$ cat src/rtl/vga_pkg.sv
// Shared encodings for the VGA test-pattern generator: pattern modes, box
// direction states and the colour-bar table.
package vga_pkg;

    typedef enum logic [1:0] {
        MODE_SOLID   = 2'd0,
        MODE_BARS    = 2'd1,
        MODE_CHECKER = 2'd2,
        MODE_BOX     = 2'd3
    } mode_e;

    typedef enum logic {
        DIR_INC = 1'b0,
        DIR_DEC = 1'b1
    } dir_e;

    localparam int DEF_H_ACTIVE = 640;
    localparam int DEF_V_ACTIVE = 480;

    // {R,G,B} on/off masks; index 0 is the leftmost bar (white) .. 7 (black)
    localparam logic [7:0][2:0] BAR_MASK = {
        3'b000, 3'b001, 3'b100, 3'b101, 3'b010, 3'b011, 3'b110, 3'b111
    };

endpackage

$ cat src/rtl/vga_box_mover.sv
// Bouncing-box position: one INC/DEC direction FSM per axis, stepped once
// per enabled frame and clamped at the screen edges.
module vga_box_mover
    import vga_pkg::*;
#(
    parameter int COORD_W  = 10,
    parameter int H_ACTIVE = DEF_H_ACTIVE,
    parameter int V_ACTIVE = DEF_V_ACTIVE,
    parameter int BOX_SIZE = 32,
    parameter int BOX_STEP = 4
) (
    input  logic               clk,
    input  logic               rst,
    input  logic               step_en,
    output logic [COORD_W-1:0] bx,
    output logic [COORD_W-1:0] by
);

    localparam logic [COORD_W:0] X_MAX = (COORD_W+1)'(H_ACTIVE - BOX_SIZE);
    localparam logic [COORD_W:0] Y_MAX = (COORD_W+1)'(V_ACTIVE - BOX_SIZE);
    localparam logic [COORD_W:0] STEP  = (COORD_W+1)'(BOX_STEP);

    dir_e               dx, dy, dx_n, dy_n;
    logic [COORD_W-1:0] bx_n, by_n;
    logic [COORD_W:0]   nx, ny;

    // Returns {next_dir, next_pos}; one extra bit of headroom so the sums never wrap
    function automatic logic [COORD_W:0] axis_next(input logic [COORD_W-1:0] pos,
                                                    input dir_e dir,
                                                    input logic [COORD_W:0] lim);
        logic [COORD_W:0] wide;
        wide = {1'b0, pos};
        if (dir == DIR_INC) begin
            if (wide + STEP >= lim) return {DIR_DEC, lim[COORD_W-1:0]};
            wide = wide + STEP;
            return {DIR_INC, wide[COORD_W-1:0]};
        end
        if (wide <= STEP) return {DIR_INC, {COORD_W{1'b0}}};
        wide = wide - STEP;
        return {DIR_DEC, wide[COORD_W-1:0]};
    endfunction

    always_comb begin
        bx_n = bx;
        by_n = by;
        dx_n = dx;
        dy_n = dy;
        nx   = axis_next(bx, dx, X_MAX);
        ny   = axis_next(by, dy, Y_MAX);
        if (step_en) begin
            bx_n = nx[COORD_W-1:0];
            by_n = ny[COORD_W-1:0];
            dx_n = dir_e'(nx[COORD_W]);
            dy_n = dir_e'(ny[COORD_W]);
        end
    end

    always_ff @(posedge clk or posedge rst) begin
        if (rst) begin
            bx <= '0;
            by <= '0;
            dx <= DIR_INC;
            dy <= DIR_INC;
        end else begin
            bx <= bx_n;
            by <= by_n;
            dx <= dx_n;
            dy <= dy_n;
        end
    end

endmodule

$ cat src/rtl/vga_pattern_gen.sv
// VGA test-pattern generator: per-frame mode/colour latch, four-pattern
// colour mux and a one-cycle registered RGB output.
module vga_pattern_gen
    import vga_pkg::*;
#(
    parameter int COLOR_W  = 4,
    parameter int COORD_W  = 10,
    parameter int H_ACTIVE = DEF_H_ACTIVE,
    parameter int V_ACTIVE = DEF_V_ACTIVE,
    parameter int CHK_LOG2 = 5,
    parameter int BOX_SIZE = 32,
    parameter int BOX_STEP = 4,
    parameter int FCNT_W   = 8
) (
    input  logic                 clk,
    input  logic                 rst,
    input  logic [COORD_W-1:0]   x,
    input  logic [COORD_W-1:0]   y,
    input  logic                 display,
    input  logic                 frame_tick,
    input  logic [1:0]           mode,
    input  logic [3*COLOR_W-1:0] solid_rgb,
    output logic [COLOR_W-1:0]   vgaRed,
    output logic [COLOR_W-1:0]   vgaGreen,
    output logic [COLOR_W-1:0]   vgaBlue,
    output logic                 display_q,
    output logic [FCNT_W-1:0]    frame_cnt
);

    localparam int               BAR_W = H_ACTIVE / 8;
    localparam logic [COORD_W:0] BOX_W = (COORD_W+1)'(BOX_SIZE);

    mode_e                mode_q;
    logic [3*COLOR_W-1:0] solid_q, rgb_d, rgb_q;
    logic [2:0]           bar, mask;
    logic [COORD_W-1:0]   bx, by;
    logic                 in_box, box_step;

    // Mode is latched at the tick edge, so the tick-cycle check sees the old mode
    assign box_step = frame_tick && (mode_q == MODE_BOX);

    vga_box_mover #(
        .COORD_W (COORD_W),
        .H_ACTIVE(H_ACTIVE),
        .V_ACTIVE(V_ACTIVE),
        .BOX_SIZE(BOX_SIZE),
        .BOX_STEP(BOX_STEP)
    ) u_box (
        .clk    (clk),
        .rst    (rst),
        .step_en(box_step),
        .bx     (bx),
        .by     (by)
    );

    always_comb begin
        bar = '0;
        for (int k = 1; k < 8; k++)
            if ({1'b0, x} >= (COORD_W+1)'(k * BAR_W)) bar = 3'(k);

        in_box = ({1'b0, x} >= {1'b0, bx}) && ({1'b0, x} < {1'b0, bx} + BOX_W) &&
                 ({1'b0, y} >= {1'b0, by}) && ({1'b0, y} < {1'b0, by} + BOX_W);

        case (mode_q)
            MODE_BARS:    mask = BAR_MASK[bar];
            MODE_CHECKER: mask = {3{x[CHK_LOG2] ^ y[CHK_LOG2]}};
            MODE_BOX:     mask = in_box ? 3'b111 : 3'b001;
            default:      mask = 3'b000;
        endcase

        rgb_d = {{COLOR_W{mask[2]}}, {COLOR_W{mask[1]}}, {COLOR_W{mask[0]}}};
        if (mode_q == MODE_SOLID) rgb_d = solid_q;
        if (!display)             rgb_d = '0;
    end

    always_ff @(posedge clk or posedge rst) begin
        if (rst) begin
            rgb_q     <= '0;
            display_q <= 1'b0;
            frame_cnt <= '0;
            mode_q    <= MODE_SOLID;
            solid_q   <= '0;
        end else begin
            rgb_q     <= rgb_d;
            display_q <= display;
            if (frame_tick) begin
                mode_q    <= mode_e'(mode);
                solid_q   <= solid_rgb;
                frame_cnt <= frame_cnt + FCNT_W'(1);
            end
        end
    end

    assign vgaRed   = rgb_q[3*COLOR_W-1 -: COLOR_W];
    assign vgaGreen = rgb_q[2*COLOR_W-1 -: COLOR_W];
    assign vgaBlue  = rgb_q[COLOR_W-1:0];

endmodule

$ cat config.mk
export PLATFORM = sky130hd
export DESIGN_NAME = vga_pattern_gen
export DESIGN_NICKNAME = d
export VERILOG_FILES = /design/src/rtl/vga_pkg.sv /design/src/rtl/vga_box_mover.sv /design/src/rtl/vga_pattern_gen.sv
export SDC_FILE = /design/constraint.sdc
export NUM_CORES = 1
export LEC_CHECK = 0
export BUFFER_PORTS_ARGS = -buffer_cell sky130_fd_sc_hd__buf_2
export CAP_MARGIN = 20
export CORE_MARGIN = 3
export CORE_UTILIZATION = 51
export DETAILED_ROUTE_END_ITERATION = 12
export GPL_ROUTABILITY_DRIVEN = 0
export PLACE_DENSITY_LB_ADDON = 0.1
export REMOVE_ABC_BUFFERS = 1
export SLEW_MARGIN = 20
export SYNTH_ARGS = -nofsm -noshare
export SYNTH_HDL_FRONTEND = slang
export SYNTH_HIERARCHICAL = 1
export SYNTH_SLANG_ARGS = --single-unit
$ cat constraint.sdc
create_clock -name clk -period 3.29 [get_ports clk]
set_input_delay 0.329 -clock clk [delete_from_list [all_inputs] [get_ports clk]]
set_output_delay 0.329 -clock clk [all_outputs]
set_load 0.05 [all_outputs]
# == Word-level counts from Yosys, hierarchy flattened ==
# Memories as Yosys holds them, arrays and structs flattened.
# Index checks and enable logic that the tools add are counted.
# classes
eq_ne,3
n_reduce_logical,5
mux,36
magnitude_cmp,16
n_addsub,7
bitwise,1
# ops
operator,n
$mux 11,16
$ge 10x9->1 const B,3
$mux 12,2
$mux 3,8
$add 10x3->11 const B,2
$add 10x6->11 const B,2
$le 11x3->1 const B,2
$lt 10x11->1,2
$ge 10x10->1,2
$ge 10x8->1 const B,2
$sub 10x3->10 const B,2
$ge 11x10->1 const B,1
$ge 11x9->1 const B,1
$ge 10x10->1 const B,1
$ge 10x7->1 const B,1
$mux 1,9
$pmux 3 s3,1
$add 8x1->8 const B,1
$eq 2x2->1 const B,2
$logic_and 1x1->1,4
$lt 3x4->1 const B,1
$eq 2x1->1 const B,1
$logic_not 2->1,1
$xor 1x1->1,1
# word_totals
mem_bits_ro,24
inputBits,38
mem_count,1
regBits,57
output_inout_bits,21
word_cells,78
# mem_list
name,depth,width,read_ports,rd_clocked_by_memory_dff,wr,line_no,rtl
(no name shown),8,3,1,0,0,vga_pattern_gen.sv:65,MODE_BARS: mask = BAR_MASK[bar];

# == Longest topological paths before layout ==
# depth
word_depth,13
depth_mapped,18
ltp_nobuf,16

# == By module ==
# Netlist, hierarchy kept.
# modules_own_cells
module,area_per_inst_um2,cells_each,seq_area_each_um2,instances
vga_pattern_gen,2386.0,246,875.8,1
vga_box_mover,2278.4,303,450.4,1

# == Worst setup path after synthesis ==
# Ideal clock, no wire load.
# synth_path
kind,register to register
start,register u_box.bx[2]
end,register u_box.bx[4]
arrival_ps,3402
synth_period_minus_slack_ps,3526
setup_ps,124
path_buffers,2
slack_ps,-236
stages_incl_launch_ff,18
path_cell_list,dfrtp_1 -> ha_1 -> buf_2 -> nand4_1 -> a31oi_1 -> a311oi_2 -> or2_2 -> clkbuf_1 -> ha_1 -> nand2b_1 -> nand2_1 -> inv_1 -> ha_1 -> o21ai_0 -> a22oi_1 -> a41o_1 -> o221ai_1 -> a211o_1
# synth_via
elab_chain_len,11
# synth_rtl
element,line_no,rtl
"start, declared",vga_box_mover.sv:15,"output logic [COORD_W-1:0] bx,"
"start signal, assigned",vga_box_mover.sv:65,bx <= bx_n;
$add 10x3->11,"vga_box_mover.sv:34, vga_box_mover.sv:35",
$ge 11x10->1,vga_box_mover.sv:34,"if (wide + STEP >= lim) return {DIR_DEC, lim[COORD_W-1:0]};"
$mux 1,vga_box_mover.sv:34,
$mux 1,vga_box_mover.sv:33,if (dir == DIR_INC) begin
$mux 11,vga_box_mover.sv:35,wide = wide + STEP;
$mux 11,vga_box_mover.sv:33,
$le 11x3->1,vga_box_mover.sv:38,"if (wide <= STEP) return {DIR_INC, {COORD_W{1'b0}}};"
$mux 1 (2 in series),vga_box_mover.sv:38,
$mux 11,vga_box_mover.sv:39,wide = wide - STEP;
$mux 11 (*),vga_box_mover.sv:38,
# Mark *: on every way between the ends. The rest lies on a longest branch, timed or not. The select of a mux whose other input is x is not followed.
# A chain may end at the register's enable or synchronous reset.

# == Worst setup path after layout ==
# layout_path
start,register u_box.by[3]
end,register u_box.by[6]
# layout_via
elab_chain_len,11
# layout_rtl
element,line_no,rtl
"start, declared",vga_box_mover.sv:16,output logic [COORD_W-1:0] by
"start signal, assigned",vga_box_mover.sv:66,by <= by_n;
$add 10x3->11,"vga_box_mover.sv:34, vga_box_mover.sv:35",
$ge 11x9->1,vga_box_mover.sv:34,
$mux 1,vga_box_mover.sv:34,
$mux 1,vga_box_mover.sv:33,
$mux 11,vga_box_mover.sv:35,
$mux 11,vga_box_mover.sv:33,
$le 11x3->1,vga_box_mover.sv:38,
$mux 1 (2 in series),vga_box_mover.sv:38,
$mux 11,vga_box_mover.sv:39,
$mux 11 (*),vga_box_mover.sv:38,
# Marks and branches as above.

==> flow_summary.ini <==
[die]
core-area_um2 = 8806
dieArea_um2 = 10330
initial_core_util = 0.5297
dieHeight_um = 101.6
dieWidth_um = 101.6
pin_count = 59
rows = 34

[global_route]
antenna_found_initial = 0
grt_use_total = 0.2394
grt_max_degree = 36
grt_overflow_total = 0
grt_pass1_vias = 4323
grt_pass1_wl_mm = 20.19

[finish]
layout.nets = 722
fin_cells = 750
syn_to_final_growth_pct = 21.46
drive_above_1_share = 0.2975
antennaDiodeCount = 0
fin_area_um2 = 5665

[place]
dpl.hpwl_mm = 8.944
dp.cells = 728
place_area_um2 = 5253
port_buffers = 58

[power]
p_sw_mw = 1.916
power_density_nw_per_um2 = 701.4
p_sw_frac = 0.4822
p_int_mw = 2.058
p_clk_frac = 0.106
p_seq_frac = 0.242
vdd_drop_max_v = 0.0005311
leakage_nw = 2.541
combPwrFrac = 0.652

[sta]
fin_crit_ps = 3251
rsz0062_at_grt = yes
setup_viol = 0
worst_slew_pin_slew_ps = 803.2
worst_clock_skew_ps = 5.684
hold_viol = 0
fmax_mhz = 307.6
slew_headroom = 0.4640
period_share = 0.9882
drv_slew = 0
fin_tns_setup_ps = 0

[worst_setup_path]
crit_arrival_ps = 3470
worstPathMaxFanout = 10
worstSetupPathType = reg2reg
r2r-start = u_box/by[3]
cp-end-kind = register
critPathRequiredTime_ps = 3500
start_kind = register
ff2ff_path_depth = 12
r2r_slack_ps = 40
worstReg2RegEnd = u_box/by[6]

[cts]
path_clk_slew_ps = 110
numCtsBuffers = 5
clk_path_buf_depth = 2
cts_root_buf = clkbuf_8
clock_latency_ps = 320
cts.sinks = 53
cts_tree = yes
htreeDepth = 2

[yosys]
synth_flop_cell = dfrtp_1
synth_cell_type_count = 81
ys_warn_count = 6
yosys.area.top_type = dfrtp_1
synth_seq_cells = 53
synth.most_common_cell = dfrtp_1
syn_avg_cell_area_um2 = 8.496
synth_top_area_share = 0.2843
synth_cells = 549
ys_seq_area_frac = 0.2843
synth_common_cells = dfrtp_1 (53), a21oi_1 (44), ha_1 (43)
synth_area_um2 = 4664
async_flop_share = 1.000
synth_edf_count = 0
ys_top_cells_by_area = dfrtp_1 (28%), ha_1 (12%), a21oi_1 (4.7%)

[detailed_routing]
ant_nets = 0
drtIter0Drc = 209
via_per_inst = 6.059
wl_per_cell_um = 16.68
drc_errors = 0
num_vias = 4544
wirelength_mm = 12.51
firstDrtPassIters = 5

[job]
drv_cap = 0

[outcome]
status = complete, no violations

[min_path]
hold_path.class = in2async
==> worst max-delay path by stage <==
stage	from	end	slack, ps
6_report	u_box/by[3]	u_box/by[6]	40
3_3_place_gp	u_box/bx[2]	u_box/bx[8]	40
2_1_floorplan	u_box/bx[3]	u_box/bx[4]	-260
3_5_place_dp	u_box/bx[2]	u_box/bx[8]	-150
4_1_cts	u_box/bx[2]	u_box/bx[8]	0.2
5_1_grt	u_box/by[3]	u_box/by[8]	-140
==> critical path, cell delays in order (launching register included) <==
cell and delay (ps):
dfrtp_1 430, buf_6 170, nand2_1 120, buf_4 180, o41ai_4 360, nor4b_4 400, mux2i_2 360, ha_4 210
nand3_2 80, mux2_4 300, buf_4 140, xnor2_1 120, a41o_1 270
==> state kept, by name (all words and copies together) (netlist names) <==
signal / cells
rgb_q: 12
u_box/dx: 1
u_box/bx: 8
frame_cnt: 8
solid_q: 12
u_box/dy: 1
u_box/by: 8
display_q: 1
mode_q: 2
==> power by group through the flow <==
stage / Clock [mW] / Sequential, mW / Combinational [mW]
6_report: 0.422 / 0.961 / 2.59
5_1_grt: 0.467 / 0.986 / 2.83
4_1_cts: 0.440 / 0.950 / 2.31
3_5_place_dp: 0 / 0.958 / 2.25
3_3_place_gp: 0 / 0.952 / 2.20
2_1_floorplan: 0 / 1.23 / 1.24
==> metal layers <==
layer | vias up | track usage | wire length [µm]
met2 | 168 | 0.3888 | 5986
met3 | 18 | 0.03237 | 661
met5 | - | 0 | 0
li1 | 2185 | - | -
met1 | 2173 | 0.3312 | 5701
met4 | 0 | 0.07464 | 163
==> per-stage QoR <==
stage	hold slack, ps	total power [mW]	setup slack [ps]	util
after floorplan	267.6	2.477	-263.8	-
after global placement	456.6	3.155	42.90	0.5965
after detailed placement	459.0	3.210	-150.4	0.5965
after CTS	124.7	3.695	0.2096	0.6124
after global routing	164.1	4.282	-137.4	0.6434
final	117.2	3.974	38.79	0.6434
==> placed cells by master (no fill, tap or decap), types with 6 or more instances in the layout <==
| cell | instances |
|---|---|
| nand4_1 | 11 |
| xnor2_1 | 18 |
| nand2_1 | 34 |
| o21ai_0 | 35 |
| a21oi_1 | 43 |
| clkbuf_8 | 6 |
| nor2_1 | 35 |
| inv_1 | 39 |
| and3_1 | 6 |
| mux2_2 | 16 |
| nor3_1 | 8 |
| buf_2 | 58 |
| nand2b_1 | 8 |
| buf_4 | 55 |
| ha_1 | 37 |
| a211oi_1 | 9 |
| nand3_1 | 19 |
| dfrtp_1 | 53 |
| ha_4 | 6 |
| a31oi_1 | 7 |
| xor2_1 | 6 |
==> cell families (layout without fill, tap and decap cells) <==
family	after synthesis	in the layout	share of synthesized area
AO/OA/AOI/OAI	166	166	0.2430
AND/OR/NAND/NOR	162	162	0.1872
buffers and inverters	79	169	0.07457
flip-flops	53	53	0.2843
adder cells (fa/ha/maj)	44	44	0.1175
XOR/XNOR	24	24	0.04506
multiplexers	20	20	0.04748
other	1	4	0.0008039
==> final cells by class <==
cell class	instances	area (µm²)
fill	748	3141
multi-input combinational	420	3198
tap	108	135.1
clock buffer	6	82.58
sequential	53	1326
clock inverter	2	17.52
inverter	45	168.9
timing repair buffer	116	737.0
==> repair_timing <==
action / in CTS / in global routing
setup endpoints to repair: 7 / 14
setup buffers: 0 / 14
gates cloned: 0 / 0
gates resized for setup: 11 / 34
hold buffers: 0 / 0
hold endpoints to repair: 0 / 0
pin swaps: 2 / 23
(Power assumes the default switching activity.)
